<file path="src/rtl/clock_core_hms_if.sv">
// Setting bus between the setting logic and the timekeeping core.
// Carries the mode, the load value and the per-field load enables.
interface clock_core_hms_if;
   logic [1:0] state;
   logic [5:0] num;
   logic       sec_enable;
   logic       min_enable;
   logic       hour_enable;

   modport master (
      output state, num, sec_enable, min_enable, hour_enable
   );

   modport slave (
      input state, num, sec_enable, min_enable, hour_enable
   );
endinterface

</file>
<file path="src/rtl/clock_core_hms.sv">
// Hour/minute/second timekeeping core with run, set and hold modes.
// Counts 1 Hz ticks with cascade carries and loads range-checked values.
module clock_core_hms #(
   parameter int SEC_MOD  = 60,
   parameter int MIN_MOD  = 60,
   parameter int HOUR_MOD = 24
) (
   input  logic                   clk,
   input  logic                   rst,
   input  logic                   tick_1hz,
   clock_core_hms_if.slave        bus,
   output logic [5:0]             sec,
   output logic [5:0]             min,
   output logic [4:0]             hour,
   output logic                   min_carry,
   output logic                   hour_carry,
   output logic                   day_carry,
   output logic                   set_err
);

   localparam logic [5:0] SEC_TOP  = 6'(SEC_MOD - 1);
   localparam logic [5:0] MIN_TOP  = 6'(MIN_MOD - 1);
   localparam logic [4:0] HOUR_TOP = 5'(HOUR_MOD - 1);
   localparam logic [6:0] SEC_LIM  = 7'(SEC_MOD);
   localparam logic [6:0] MIN_LIM  = 7'(MIN_MOD);
   localparam logic [6:0] HOUR_LIM = 7'(HOUR_MOD);

   logic       run_mode;
   logic       set_mode;
   logic [2:0] en_now;
   logic [2:0] en_q;
   logic [2:0] rise;
   logic [2:0] ok;
   logic [2:0] load;
   logic [2:0] bad;
   logic       sec_wrap;
   logic       min_wrap;
   logic       hour_wrap;

   always_comb begin
      run_mode = 1'b0;
      set_mode = 1'b0;
      unique case (bus.state)
         2'b00:        run_mode = 1'b1;
         2'b01, 2'b10: set_mode = 1'b1;
         default:      ;
      endcase
   end

   // Bit order everywhere: {hour, min, sec}
   assign en_now = {bus.hour_enable, bus.min_enable, bus.sec_enable};
   assign rise   = en_now & ~en_q;
   assign ok     = {({1'b0, bus.num} < HOUR_LIM),
                    ({1'b0, bus.num} < MIN_LIM),
                    ({1'b0, bus.num} < SEC_LIM)};
   assign load   = rise & ok & {3{set_mode}};
   assign bad    = rise & ~ok & {3{set_mode}};

   assign sec_wrap  = (sec == SEC_TOP);
   assign min_wrap  = sec_wrap && (min == MIN_TOP);
   assign hour_wrap = min_wrap && (hour == HOUR_TOP);

   always_ff @(posedge clk) begin
      if (rst) begin
         sec        <= '0;
         min        <= '0;
         hour       <= '0;
         min_carry  <= 1'b0;
         hour_carry <= 1'b0;
         day_carry  <= 1'b0;
         set_err    <= 1'b0;
         en_q       <= '0;
      end else begin
         en_q       <= en_now;
         min_carry  <= 1'b0;
         hour_carry <= 1'b0;
         day_carry  <= 1'b0;
         set_err    <= |bad;
         if (run_mode && tick_1hz) begin
            sec        <= sec_wrap ? '0 : sec + 6'd1;
            min_carry  <= sec_wrap;
            hour_carry <= min_wrap;
            day_carry  <= hour_wrap;
            if (sec_wrap)
               min <= (min == MIN_TOP) ? '0 : min + 6'd1;
            if (min_wrap)
               hour <= hour_wrap ? '0 : hour + 5'd1;
         end else begin
            if (load[0]) sec  <= bus.num;
            if (load[1]) min  <= bus.num;
            if (load[2]) hour <= bus.num[4:0];
         end
      end
   end

endmodule

</file>
<file path="src/flat_wrapper.sv">
// flat-port wrapper written by rule: the top's interface ports become plain ports
module clock_core_hms_flat 
#(
   parameter int SEC_MOD  = 60,
   parameter int MIN_MOD  = 60,
   parameter int HOUR_MOD = 24
)
  (clk, rst, tick_1hz, sec, min, hour, min_carry, hour_carry, day_carry, set_err, bus_state, bus_num, bus_sec_enable, bus_min_enable, bus_hour_enable);
  clock_core_hms_if bus_i ();
  input  logic clk;
  input  logic rst;
  input  logic tick_1hz;
  output logic [5:0] sec;
  output logic [5:0] min;
  output logic [4:0] hour;
  output logic min_carry;
  output logic hour_carry;
  output logic day_carry;
  output logic set_err;
  input wire logic [$bits(bus_i.state)-1:0] bus_state;
  input wire logic [$bits(bus_i.num)-1:0] bus_num;
  input wire logic [$bits(bus_i.sec_enable)-1:0] bus_sec_enable;
  input wire logic [$bits(bus_i.min_enable)-1:0] bus_min_enable;
  input wire logic [$bits(bus_i.hour_enable)-1:0] bus_hour_enable;
  assign bus_i.state = bus_state;
  assign bus_i.num = bus_num;
  assign bus_i.sec_enable = bus_sec_enable;
  assign bus_i.min_enable = bus_min_enable;
  assign bus_i.hour_enable = bus_hour_enable;
  clock_core_hms #(.SEC_MOD(SEC_MOD), .MIN_MOD(MIN_MOD), .HOUR_MOD(HOUR_MOD)) u_core (.clk(clk), .rst(rst), .tick_1hz(tick_1hz), .bus(bus_i), .sec(sec), .min(min), .hour(hour), .min_carry(min_carry), .hour_carry(hour_carry), .day_carry(day_carry), .set_err(set_err));
endmodule
</file>
<file path="config.mk">
export PLATFORM = sky130hd
export DESIGN_NAME = clock_core_hms_flat
export DESIGN_NICKNAME = d
export VERILOG_FILES = /design/src/rtl/clock_core_hms_if.sv /design/src/rtl/clock_core_hms.sv /design/src/flat_wrapper.sv
export SDC_FILE = /design/constraint.sdc
export NUM_CORES = 1
export LEC_CHECK = 0
export BUFFER_PORTS_ARGS = -buffer_cell sky130_fd_sc_hd__buf_2
export CAP_MARGIN = 30
export CORE_MARGIN = 3
export CORE_UTILIZATION = 47
export CTS_CLUSTER_DIAMETER = 60
export CTS_CLUSTER_SIZE = 14
export DETAILED_ROUTE_END_ITERATION = 10
export HOLD_SLACK_MARGIN = 0.03
export PLACE_DENSITY_LB_ADDON = 0.15
export REMOVE_ABC_BUFFERS = 1
export SKIP_CTS_REPAIR_TIMING = 1
export SLEW_MARGIN = 25
export SYNTH_ARGS = -nofsm -noshare
export SYNTH_HDL_FRONTEND = slang
export SYNTH_SLANG_ARGS = --single-unit
</file>
<file path="constraint.sdc">
create_clock -name clk -period 1.65 [get_ports clk]
set_input_delay 0.33 -clock clk [delete_from_list [all_inputs] [get_ports clk]]
set_output_delay 0.33 -clock clk [all_outputs]
set_load 0.01 [all_outputs]
</file>
==> run metrics, run 1 <==
Synth top area share=0.340; per-cell routed wire length=between 15 and 20 um; Initial Util=0.503; area of the mapped netlist=between 1000 and 1500 um2; Leak=slightly below 0.0008 uW; Avg Inst Size Synth=8.50 um2; Crit Path Category=flop to flop; Final Cycle Share=0.963; Clock Path Buffers=2; Max transition margin=0.803; Core ar.=2810 um2; Seq. cell area=~500 um2; CTS tree=done; Total GRT Usage=0.230; final number of setup-violating endpoints=0; cells after synthesis=~170; most common cell in the netlist=dfxtp_1; Clock Sinks=24; CP top delay family=compound AO/OA/AOI/OAI gates; Final Hold Viols=0; Layout area overhead=29.0%; WP depth=5; Die Y=approximately 61 um; final hold slack=roughly 0.22 ns; Data required, critical path=1.89 ns; largest net degree at the start of global routing=16; Clock Latency Late Sink=~0.32 ns; Yosys warnings=0; Synth top cells by count=dfxtp_1 (24), nand2_1 (13), nor2_1 (10); vias in the first global route=1,415; FF-to-FF End=u_core.min[2]; CP Buf/Inv Count=0; CTS root buf=clkbuf_4; Final HPWL DP=2.91 mm; Crit. End Element=flop; P per Cell Area=~740 nW/um2; overflow left after global routing=0; Post-Place Cells=240; WHS Path Cells=2; area of the multi-input gates=around 870 um2; Yosys reg bits=24; CP Max Fanout=6; VDD IR max=between 0.0004 and 0.0005 V; DRT iter0 DRCs=between 150 and 200; die area=3700 um2; Die Wd=~61 um; row cnt=19; DRT Pass-1 Iters=4; first-pass GRT wire length=6.57 mm; diode count=0; crit start category=flop; Distinct cells, synth=52; Residual DRC=0; Finished Layout Cells=between 200 and 250; Tmin final=1.59 ns; initial antenna violation count=0; clk_skew=just over 0.005 ns; Via density=slightly above 6; WP data arrival=1.83 ns; top cells by area, synth=dfxtp_1 (34%), ha_1 (3.5%), nand2_1 (3.5%); Worst Hold End=u_core.en_q[2]; Final nets=approximately 230; Crit-path slowest cell=dfxtp_1; HP Class=input port to flop; run status=finished, final reports clean; area leader, netlist=dfxtp_1; Post-synth EDFFs=0; Port Buf Inserts=34; layout cell share with drive strength beyond 1=0.364; FILL cells=roughly 260; Num CTS Buffers=3; max capacitance violation total=0; Max Slew Vio Count=0; crit-path max cell delay=between 0.3 and 0.4 ns; Seq/Total Area, Yosys=0.340; worst-margin pin slew=a little under 0.3 ns; io pins=35; ANT nets after route=0; final wirelength=just under 4 mm; post-synthesis async set-or-reset flop share=0; worst reg2reg path startpoint=u_core.min[0]; H-tree levels=1; path depth of the worst reg2reg path=5; Fmax achieved=around 630 MHz; Main synth FF type=dfxtp_1; CTS clk-pin slew, worst paths=approximately 0.14 ns; via count=approximately 1,500; RD Place Congestion=slightly below 0.9; R2R Setup Slk=about 0.061 ns; Hold Path Origin=bus_hour_enable; CP Cell Sequence=ha_1, and4b_2, a21o_1, o31a_1, o32ai_2
stage by stage:
stage	utilization	total power [uW]	worst slack, ns	setup TNS (ns)	cell area, um2
6_report	0.649	1340	0.0615	0	1820
5_1_grt	0.649	1400	-0.00253	-0.00253	1820
4_1_cts	0.633	1330	-0.0169	-0.0169	1780
3_5_place_dp	0.615	907	-0.184	-1.46	1720
3_3_place_gp	0.615	901	-0.134	-0.913	1720
2_1_floorplan	-	778	-0.144	-0.695	1350
sequential cells by signal, indices dropped and copies added, names as in the netlist:
signal,count
u_core.hour_carry,1
u_core.sec,6
u_core.hour,5
u_core.day_carry,1
u_core.en_q,3
u_core.min,6
u_core.min_carry,1
u_core.set_err,1
worst register-to-register path, stage by stage (launching register included):
cell	delay (ns)
dfxtp_1	0.34
ha_1	0.22
and4b_2	0.32
a21o_1	0.20
o31a_1	0.25
o32ai_2	0.19
cell usage in the layout, fill, tap and decap left out, types with 2 or more instances in the layout:
cell type / instances
a21oi_2: 2
o21ai_0: 4
a311oi_1: 2
o31a_1: 2
nand4_1: 2
and4_1: 2
buf_4: 20
nand3_1: 7
a31o_2: 2
ha_1: 3
nand2_1: 12
o211ai_1: 3
and2_1: 3
inv_1: 9
dfxtp_2: 5
a221oi_2: 2
nor3_1: 4
a21oi_1: 7
nor2_1: 10
o31ai_1: 2
buf_2: 34
clkbuf_4: 3
a22oi_1: 2
a22o_1: 2
a31oi_1: 2
a211oi_1: 5
a221o_1: 3
nand2b_1: 3
nor2b_1: 7
dfxtp_1: 19
and4b_1: 2
per-layer routing:
metal  up-vias  GRT usage  share of wire
met5         -          0              0
met1       689      0.321           0.45
li1        724          -              -
met3         6     0.0362          0.078
met4         0     0.0743          0.011
met2        60      0.360           0.46
layout make-up:
type / instances / area share
clock buffers: 3 / 0.0124
clock inverters: 1 / 0.0165
inverters: 9 / 0.0186
multi-input cells: 122 / 0.477
flip-flops and latches: 24 / 0.267
well taps: 31 / 0.0213
repair buffers: 55 / 0.187
kinds of logic after synthesis:
group | share of synthesized area
buffers and inverters | 0.0656
XOR/XNOR | 0.00621
adder cells (fa/ha/maj) | 0.0355
AND/OR/NAND/NOR | 0.260
multiplexers | 0.00709
AO/OA/AOI/OAI | 0.285
flip-flops | 0.340
power by group:
part	switching [uW]	internal, uW
logic	147	124
registers	22.8	611
clock network	189	245
worst max path at each step:
stage,start,end,slack [ns]
floorplan,bus_state[0],u_core.min[3],-0.14
global placement,bus_state[0],u_core.min[3],-0.13
detailed placement,bus_state[0],u_core.min[3],-0.18
CTS,u_core.min[0],u_core.hour[2],-0.02
global route,u_core.min[0],u_core.min[2],-0.003
finish,u_core.min[0],u_core.min[2],0.06
No activity file was read; power rests on OpenSTA's default activity.
==> run 2: changes to the inputs <==
BUFFER_PORTS_ARGS = -buffer_cell sky130_fd_sc_hd__buf_4   (was -buffer_cell sky130_fd_sc_hd__buf_2)
CORE_ASPECT_RATIO = 2   (was default)
==> run metrics, run 2 (synthesis gave the netlist of run 1 again) <==
switch share=0.288; P per Cell Area=about 680 nW/um2; Initial Util=0.503; final wirelength=approximately 4.3 mm; RD Place Congestion=about 0.9; vias in the first global route=1,570; Leak=around 0.00082 uW; combinational share of power=0.232; Worst Hold End=u_core.en_q[0]; Final Cycle Share=0.979; Die Y=roughly 83 um; final hold slack=approximately 0.28 ns; R2R Setup Slk=around 0.034 ns; Port Buf Inserts=34; ANT nets after route=0; crit-path max cell delay=around 0.33 ns; Clk network pwr share=0.279; registers with the most flip-flops=u_core.min: 6 flops, u_core.sec: 6 flops, u_core.hour: 5 flops; Final HPWL DP=about 3.3 mm; Via density=between 6 and 7; run status=finished, final reports clean; VDD IR max=approximately 0.00055 V; worst slack, placed=-0.205 ns; Crit. End Element=flop; WP data arrival=1.80 ns; CP Buf/Inv Count=0; setup TNS=0 ns; Clock Path Buffers=2; Fmax achieved=around 620 MHz; Num CTS Buffers=3; FF-to-FF End=u_core.min[2]; commonest non-fill, non-tap cell in the layout=buf_4; overflow left after global routing=0; Core ar.=around 2800 um2; setup ws final=about 0.034 ns; FILL cells=around 240; Die Wd=approximately 45 um; crit start category=flop; CTS root buf=clkbuf_8; Seq. cell area=between 400 and 500 um2; first-pass GRT wire length=approximately 7.0 mm; path depth of the worst reg2reg path=5; H-tree levels=1; CTS clk-pin slew, worst paths=approximately 0.09 ns; Data required, critical path=1.83 ns; Tmin final=1.62 ns; Residual DRC=0; CP Cell Sequence=ha_2, and4b_2, a21o_1, o31a_1, o32ai_2; Placed Area=between 1500 and 2000 um2; Final nets=about 240; CP Max Fanout=6; diode count=0; per-cell routed wire length=17.5 um; area of the multi-input gates=877 um2; most frequent cells in the layout=buf_4 (57), dfxtp_1 (24), nand2_1 (12); initial antenna violation count=0; DRT iter0 DRCs=63; Crit Path Category=flop to flop; Total GRT Usage=0.244; switching power=between 300 and 400 uW; DRT Pass-1 Iters=5; Clock Latency Late Sink=0.27 ns; Max transition margin=0.794; CTS tree=done; internal power=between 900 and 1000 uW; Layout area overhead=35.8%; worst-margin pin slew=about 0.31 ns; max capacitance violation total=0; clk_skew=around 0.0018 ns; Final Hold Viols=0; Final Cell Area=1920 um2; Final Power=roughly 1300 uW; die area=3740 um2; largest net degree at the start of global routing=27; final number of setup-violating endpoints=0; Crit-path slowest cell=dfxtp_1; CP top delay family=compound AO/OA/AOI/OAI gates; via count=about 1,600; Hold Path Origin=bus_sec_enable; WHS Path Cells=2; HP Class=input port to flop; Clock Sinks=24; row cnt=27; worst reg2reg path startpoint=u_core.min[1]; Max Slew Vio Count=0; io pins=35; Reg power frac=0.489; layout cell share with drive strength beyond 1=0.347
==> run 2: changes by cell type in the layout (fill, tap and decap cells not counted), moves of 3 or more <==
cell,delta
dfxtp_2,-5
dfxtp_1,+5
clkbuf_4,-3
clkbuf_8,+3
buf_4,+37
buf_2,-34
==> run 2: cell type report <==
cell class,count,area share
Clock buffer,3,0.0215
Inverter,9,0.0176
Multi-Input combinational cell,122,0.458
Sequential cell,24,0.251
Tap cell,29,0.0189
Timing Repair Buffer,58,0.234
==> run 2: worst max-delay path by stage <==
stage,startpoint,endpoint,depth (start not counted)
finish,u_core.min[1],u_core.min[2],5
global route,u_core.hour[0],u_core.hour[4],5
CTS,u_core.sec[0],u_core.min[0],5
detailed placement,bus_state[0],u_core.hour[2],8
global placement,bus_state[0],u_core.min[3],8
floorplan,bus_state[0],u_core.min[3],6
==> run 2: power groups by stage <==
stage | registers (uW) | logic [uW] | clock network, uW
final | 633 | 301 | 362
after global routing | 637 | 329 | 379
after CTS | 632 | 295 | 368
after detailed placement | 645 | 294 | 0
after global placement | 644 | 287 | 0
after floorplan | 663 | 116 | 0
==> run 2: worst register-to-register path: stages (launching register included) <==
cell     delay, ns
dfxtp_1       0.33
ha_2          0.18
and4b_2       0.30
a21o_1        0.20
o31a_1        0.25
o32ai_2       0.27
==> run 2: per-stage QoR <==
stage,std cells,util
after floorplan,155,-
after global placement,241,0.652
after CTS,244,0.667
after global routing,245,0.684
final,245,0.684
after detailed placement,241,0.652
==> run 2: per-layer routing <==
metal / vias up / share of wire / global-route usage / wire length, um
met5: - / 0 / 0 / 0
met4: 0 / 0.052 / 0.148 / 225
met3: 20 / 0.056 / 0.0281 / 239
met2: 86 / 0.52 / 0.421 / 2210
met1: 745 / 0.38 / 0.264 / 1610
li1: 734 / - / - / -
